`src/rtl/loop_ctrl_pkg.sv`:
```
// Shared definitions for the loop-controller state table: entry field layout,
// field encodings and the loader state type.
package loop_ctrl_pkg;

   localparam int ENTRY_WIDTH = 47;

   localparam int VALID_LSB  = 0;
   localparam int VALID_W    = 1;
   localparam int LEVEL_LSB  = 1;
   localparam int LEVEL_W    = 2;
   localparam int SC_LSB     = 3;
   localparam int SC_W       = 5;
   localparam int NUM_SC_LSB = 8;
   localparam int NUM_SC_W   = 5;
   localparam int TYPE_LSB   = 13;
   localparam int TYPE_W     = 2;
   localparam int TRIG_LSB   = 15;
   localparam int TRIG_W     = 32;

   typedef enum logic [1:0] {
      TYPE_INIT                = 2'd0,
      TYPE_BODY_AND_CHECK_END  = 2'd1
   } entry_type_e;

   typedef enum logic [1:0] {
      LVL_K = 2'd0,
      LVL_J = 2'd1,
      LVL_I = 2'd2
   } loop_level_e;

   typedef enum logic [1:0] {
      ST_IDLE  = 2'd0,
      ST_LOAD  = 2'd1,
      ST_ARMED = 2'd2
   } loader_state_e;

   function automatic logic entry_valid(input logic [ENTRY_WIDTH-1:0] e);
      return e[VALID_LSB];
   endfunction

   function automatic logic [TYPE_W-1:0] entry_type(input logic [ENTRY_WIDTH-1:0] e);
      return e[TYPE_LSB +: TYPE_W];
   endfunction

   function automatic logic [LEVEL_W-1:0] entry_level(input logic [ENTRY_WIDTH-1:0] e);
      return e[LEVEL_LSB +: LEVEL_W];
   endfunction

endpackage

```
`src/rtl/state_table_ram.sv`:
```
// DEPTH x ENTRY_W table storage: one synchronous write port, one asynchronous read port.
module state_table_ram #(
   parameter int ENTRY_W = 47,
   parameter int ADDR_W  = 5
) (
   input  logic               clk,
   input  logic               wr_en,
   input  logic [ADDR_W-1:0]  wr_addr,
   input  logic [ENTRY_W-1:0] wr_data,
   input  logic [ADDR_W-1:0]  rd_addr,
   output logic [ENTRY_W-1:0] rd_data
);
   localparam int DEPTH = 2 ** ADDR_W;

   logic [ENTRY_W-1:0] mem_q [DEPTH];

   // Contents are not reset; the loader gates reads by its entry count instead.
   always_ff @(posedge clk) begin
      if (wr_en) begin
         mem_q[wr_addr] <= wr_data;
      end
   end

   assign rd_data = mem_q[rd_addr];

endmodule

```
`src/rtl/state_table_loader.sv`:
```
// Loads a loop program from a valid/ready stream into the state table and serves
// zero-latency reads to the loop FSM; raises table_ready once a program is armed.
module state_table_loader
   import loop_ctrl_pkg::*;
#(
   parameter int ENTRY_W = loop_ctrl_pkg::ENTRY_WIDTH,
   parameter int ADDR_W  = 5,
   parameter int DATA_W  = 64
) (
   input  logic               clk,
   input  logic               rst,
   input  logic               load_req,
   input  logic [DATA_W-1:0]  s_tdata,
   input  logic               s_tvalid,
   input  logic               s_tlast,
   output logic               s_tready,
   input  logic [ADDR_W-1:0]  rd_addr,
   output logic [ENTRY_W-1:0] rd_entry,
   input  logic               fsm_done,
   output logic               table_ready,
   output logic [ADDR_W:0]    num_entries,
   output logic               err_overflow
);
   localparam logic [ADDR_W:0] CNT_ONE = (ADDR_W+1)'(1);

   loader_state_e      state_q;
   logic [ADDR_W:0]    num_q;
   logic [ADDR_W:0]    num_d;
   logic               err_q;
   logic               tready_q;
   logic               ready_q;
   logic               beat_hs;
   logic               tbl_full;
   logic               wr_en;
   logic [ENTRY_W-1:0] ram_rd_data;
   logic               unused_tdata;

   assign beat_hs      = s_tvalid && tready_q;
   // The count only reaches bit ADDR_W when all DEPTH slots are used.
   assign tbl_full     = num_q[ADDR_W];
   assign wr_en        = beat_hs && !tbl_full;
   assign unused_tdata = ^s_tdata[DATA_W-1:ENTRY_W];

   // Next entry count for an accepted, non-dropped beat.
   always_comb begin
      num_d = num_q;
      if (wr_en) begin
         num_d = num_q + CNT_ONE;
      end else begin
         num_d = num_q;
      end
   end

   // Loader FSM with its registered handshake, status and count outputs.
   always_ff @(posedge clk) begin
      if (rst) begin
         state_q  <= ST_IDLE;
         num_q    <= '0;
         err_q    <= 1'b0;
         tready_q <= 1'b0;
         ready_q  <= 1'b0;
      end else begin
         case (state_q)
            ST_IDLE: begin
               if (load_req) begin
                  state_q  <= ST_LOAD;
                  num_q    <= '0;
                  err_q    <= 1'b0;
                  tready_q <= 1'b1;
               end
            end
            ST_LOAD: begin
               if (beat_hs) begin
                  num_q <= num_d;
                  if (tbl_full) begin
                     err_q <= 1'b1;
                  end
                  if (s_tlast) begin
                     state_q  <= ST_ARMED;
                     tready_q <= 1'b0;
                     ready_q  <= 1'b1;
                  end
               end
            end
            ST_ARMED: begin
               if (fsm_done) begin
                  state_q <= ST_IDLE;
                  ready_q <= 1'b0;
               end
            end
            default: begin
               state_q  <= ST_IDLE;
               tready_q <= 1'b0;
               ready_q  <= 1'b0;
            end
         endcase
      end
   end

   state_table_ram #(
      .ENTRY_W (ENTRY_W),
      .ADDR_W  (ADDR_W)
   ) u_ram (
      .clk     (clk),
      .wr_en   (wr_en),
      .wr_addr (num_q[ADDR_W-1:0]),
      .wr_data (s_tdata[ENTRY_W-1:0]),
      .rd_addr (rd_addr),
      .rd_data (ram_rd_data)
   );

   // Past the program end the FSM must see an all-zero (invalid) entry.
   assign rd_entry = ((state_q != ST_LOAD) && ({1'b0, rd_addr} < num_q)) ?
                     ram_rd_data : {ENTRY_W{1'b0}};

   assign s_tready     = tready_q;
   assign table_ready  = ready_q;
   assign num_entries  = num_q;
   assign err_overflow = err_q;

endmodule

```
`config.mk`:
```
export PLATFORM = sky130hd
export DESIGN_NAME = state_table_loader
export DESIGN_NICKNAME = d
export VERILOG_FILES = /design/src/rtl/loop_ctrl_pkg.sv /design/src/rtl/state_table_ram.sv /design/src/rtl/state_table_loader.sv
export SDC_FILE = /design/constraint.sdc
export NUM_CORES = 1
export LEC_CHECK = 0
export ABC_AREA = 1
export ABC_CLOCK_PERIOD_IN_PS = 8800
export CORE_ASPECT_RATIO = 2
export CORE_MARGIN = 3
export CORE_UTILIZATION = 40
export DETAILED_ROUTE_END_ITERATION = 8
export DONT_BUFFER_PORTS = 1
export PLACE_DENSITY = 0.62
export SLEW_MARGIN = 20
export SYNTH_ARGS = -nofsm -noshare
export SYNTH_HDL_FRONTEND = slang
export SYNTH_SLANG_ARGS = --single-unit
export TNS_END_PERCENT = 1
```
`constraint.sdc`:
```
create_clock -name clk -period 8.8 [get_ports clk]
set_clock_uncertainty 0.2 [all_clocks]
set_input_delay 1.76 -clock clk [delete_from_list [all_inputs] [get_ports clk]]
set_output_delay 1.76 -clock clk [all_outputs]
set_load 0.01 [all_outputs]
```
## Word level (Yosys, flattened, before mapping)

Memories as Yosys holds them, arrays and structs flattened.
Index checks and enable logic that the tools add are counted.
Widths: inputs -> output; s select.

| storage, ports and cells | value |
|---|---|
| register bits | 11 |
| input bits | 75 |
| logic and storage cells | 54 |
| memories kept | 1 |
| bits in writable memories | 1,504 |
| output and inout bits | 56 |

| operators by class | value |
|---|---|
| equality and inequality tests | 9 |
| reduce and logical (&&, ||, !) cells | 11 |
| mux-type cells | 24 |
| add/sub/neg operators | 1 |
| bitwise operators | 2 |
| order comparisons | 1 |

Memory list:

| name | words | width | rd ports | clocked after memory_dff | wr ports | line | RTL |
|---|---|---|---|---|---|---|---|
| u_ram.mem_q | 32 | 47 | 1 | 0 | 1 | state_table_ram.sv:15 | `logic [ENTRY_W-1:0] mem_q [DEPTH];` |

Operator list:

| kind | count |
|---|---|
| $mux 47 | 1 |
| $reduce_and 4->1 | 5 |
| $mux 6 | 3 |
| $pmux 6 s2 | 1 |
| $mux 1 | 11 |
| $ne 2x2->1 const B | 5 |
| $mux 2 | 4 |
| $add 6x1->6 const B | 1 |
| $lt 5x6->1 | 1 |
| $pmux 1 s3 | 2 |
| $pmux 2 s3 | 1 |
| $ne 2x1->1 const B | 2 |
| $logic_and 1x1->1 | 3 |
| $eq 2x1->1 const B | 1 |
| $eq 2x2->1 const B | 1 |
| $logic_not 2->1 | 1 |
| $not 1->1 | 2 |
| $pmux 1 s2 | 1 |
| $reduce_bool 2->1 | 1 |
| $logic_not 1->1 | 1 |

## Depth between registers and ports, before layout

| logic depth | value |
|---|---|
| depth after elaboration | 5 |
| depth in mapped cells | 13 |
| depth with buffers taken out | 11 |

## By module

Synthesis repeated with hierarchy kept, for this count alone.

| unflattened totals | value |
|---|---|
| cells, all modules | 5,330 |
| area, all modules | 61,979.4 um2 |

By module, submodules not included:

| module | cells an instance | area an instance (um2) | sequential area each (um2) | instances |
|---|---|---|---|---|
| state_table_ram | 5,123 | 60,630.6 | 45,163.3 | 1 |
| state_table_loader | 207 | 1,348.8 | 220.2 | 1 |

## Least setup slack after synthesis

Ideal clock, no wire load.

| timing path | value |
|---|---|
| path type | input to output |
| start point | in rd_addr[3] |
| end point | out rd_entry[16] |
| stages | 8 |
| arrival time | 3.054 ns |
| setup slack | 3.786 ns |
| required time | 6.840 ns |
| cell sequence | ha_1 -> a21oi_1 -> o21ai_0 -> nor3_1 -> buf_2 -> buf_2 -> nand2_1 -> nor2_1 |

| between the ends | value |
|---|---|
| word-level cells in the longest chain between the ends | 3 |
| elaborated cells between the ends (all ways) | 4 |
| those cells by class | order compare: 1; mux: 1; reduce/logical: 1; memory: 1 |

Ends and longest elaborated chain:

| item | line | RTL |
|---|---|---|
| start: declaration | state_table_loader.sv:17 | `input logic [ADDR_W-1:0] rd_addr,` |
| parallel branches: the longest is 2 deep, another holds $mem_v2 32x47 | - |  |
| $mux 47 (*) | state_table_loader.sv:113 | `assign rd_entry = ((state_q != ST_LOAD) && ({1'b0, rd_addr} < num_q)) ?` |
| end: declaration | state_table_loader.sv:18 | `output logic [ENTRY_W-1:0] rd_entry,` |

Mark *: on every way between the ends.

## Worst setup path after layout

| timing path | value |
|---|---|
| start point | in rd_addr[0] |
| end point | out rd_entry[34] |

The elaborated chain is that of the path after synthesis.

==> out/qor.yml <==
synthTopCellsByArea: "edfxtp_1, nand3_1, nand2_1, buf_2, nor2_1"
synth-edff-count: 1504
synthToLayoutAreaGrowth_pct: 9.281
place_area_um2: 62640
max_cap_violations: 0
cts.sinks: 1515
grt_max_degree: 756
grt_pass1_vias: 37470
finalHoldWorstSlack_ns: 0.3136
cts_resized: 0
period_needed_ns: 10.19
drt-wirelength-per-cell_um: 23.31
relSlewSlack_pct: -205.2
ys_ff_latch: 1515
root_buffer: "clkbuf_16"
crit_start: "rd_addr[0]"
synth_top_area_share_pct: 74.28
min_path_type: "reg -> reg"
p_per_area_nw_per_um2: 208.7
fin_tns_setup_ns: -56.87
critical_path.endpoint: "rd_entry[34]"
critPathMaxFanout: 755
start_util_pct: 40.43
fill_cells: 13400
via_per_inst: 5.497
async_reset_ff_share_pct: 0
antenna_found_initial: 2
hold_viol: 0
synth_cell_type_count: 23
start_kind: "input port"
crit_arrival_ns: 8.23
overflow: 0
ys_seq_area_share_pct: 74.65
track_usage_pct: 20.32
maxClockFrequency_mhz: 98.14
port_buffers: 0
path_clk_slew_ns: 0.07
detail-route-antenna-nets: 0
post-route-period-util_pct: 115.8
stdcell_area_um2: 66440
ys.warnings.count: 0
htreeDepth: 3
cts_made_buffers: 118
multi_input_area_um2: 13970
die_h_um: 557.4
worst_slew_pin_slew_ns: 4.577
seq_area_um2: 45380
finalPower_mw: 13.86
crit_required_ns: 6.84
synth_common_cells: "nand2_1, edfxtp_1, nand3_1"
dr.first_iter.drc_count: 3623
post-cts-setup-buffers: 0
gp_congestion: 0.7674
nNetsFinal: 5000
outcome: "finished, violations left"
syn-instance-count: 5048
violations: "slew limit, setup timing"
grt_first_pass_wirelength_um: 237200
drc: 0
setup.worst_path.class: "in -> out"
ioPinCount: 131
post-dp-hpwl_um: 81980
final-setup-viol-count: 47
yosys.area.top_type: "edfxtp_1"
cts_tree: "built"
drt_wl_total_um: 161900
power_leakage_nw: 22.83
rrSetupSlack_ns: 5.23
drive_above_1_share_pct: 5.860
vias: 38190
die_w_um: 281.7
timing.final.ws_setup_ns: -1.390
clock_latency_ns: 0.73
cts.path.max_buffers: 3
synth_ff_type: "edfxtp_1"
ctsHoldBuffers: 0
placementRows: 201
dieArea_um2: 157000
yosysMostFrequentCell: "nand2_1"
finalMaxSlewViolations: 658
core_area_um2: 150400
rsz0062_at_grt: "no"
firstDrtPassIters: 6
synth.cell_area_um2: 60800
syn_area_per_cell_um2: 12.04
crit_path_end_kind: "primary output"
rr_startpoint: "num_entries[5]"
ir_drop_mv: 0.1624
r2r_cells: 6
syn_nets: 5131
r2r-end: "u_ram.mem_q[19][25]"
## worst min path at each step
| stage | from | endpoint | slack, ns | cells past startpoint |
|---|---|---|---|---|
| after global placement | table_ready | table_ready | 0.30 | 2 |
| after floorplan | err_overflow | err_overflow | 0.27 | 2 |
| after detailed placement | table_ready | table_ready | 0.30 | 2 |
| after global routing | table_ready | table_ready | 0.34 | 2 |
| after CTS | table_ready | table_ready | 0.31 | 2 |
| final | err_overflow | err_overflow | 0.31 | 2 |
## state kept, by name (all words and copies together) (netlist names)
name          flops
err_overflow      1
s_tready          1
state_q           2
table_ready       1
num_entries       6
u_ram.mem_q    1504
## stage by stage
step	utilization [%]	instances	worst slack, ns
global route	44.18	6946	1.962
global placement	41.61	6722	2.298
floorplan	-	5048	3.786
detailed placement	41.65	6725	2.220
CTS	44.18	6945	2.165
finish	44.18	6947	-1.390
## cell usage in the layout (no fill, tap or decap)
cell,instances
a21oi_1,60
clkinv_1,22
nor3_1,3
buf_12,11
nor2_2,1
buf_4,65
clkinv_4,1
nor2_4,32
dfxtp_1,11
nor3_2,1
clkinv_2,30
clkbuf_16,119
o21ai_0,9
ha_1,8
nand3_1,1311
nor2_1,63
nor3b_1,1
inv_8,4
inv_6,4
clkbuf_8,2
clkinv_16,1
o21ai_1,3
inv_1,30
clkinv_8,3
nand4_1,1
bufinv_16,10
clkbuf_1,21
diode_2,2
a211oi_1,2
edfxtp_1,1504
nand2_1,1674
or2_2,1
clkinvlp_4,8
inv_4,1
## power by group
group          total [mW]  internal [mW]  switching (mW)
Sequential           7.96           7.95         0.00943
Clock                5.30           2.80            2.49
Combinational       0.609          0.208           0.401
## worst max-delay path, stage by stage
cell and delay [ns]:
inv_8 2.61, buf_4 0.64, nand2_1 0.10, nand3_1 0.09, nand3_1 0.11, nand3_1 0.12
nand2_1 0.07, nand2_1 0.06, nand2_1 0.09, nor2_1 0.27
## logic make-up (layout without fill, tap and decap cells)
| family | count (synthesis) | after routing | share of synthesized area (%) |
|---|---|---|---|
| simple gates | 3088 | 3088 | 21.79 |
| other cells | 0 | 2 | 0 |
| buf+inv | 363 | 332 | 2.782 |
| fa+ha+maj | 8 | 8 | 0.1646 |
| compound gates | 74 | 74 | 0.6174 |
| flops | 1515 | 1515 | 74.65 |
## cell type report
cell class / instances / area share (%)
flip-flops and latches: 1515 / 68.31
diodes: 2 / 0.007533
inverters: 36 / 0.2486
clock buffers: 142 / 4.642
well taps: 1928 / 3.631
clock inverters: 78 / 1.075
repair buffers: 76 / 1.066
multi-input cells: 3170 / 21.02
## routing by layer
metal	share of wire [%]	track usage (%)
met1	36	22.81
met2	54	38.35
met3	6.4	2.832
met4	3.6	8.094
met5	0	0
Power figures use the tool's default switching activity.
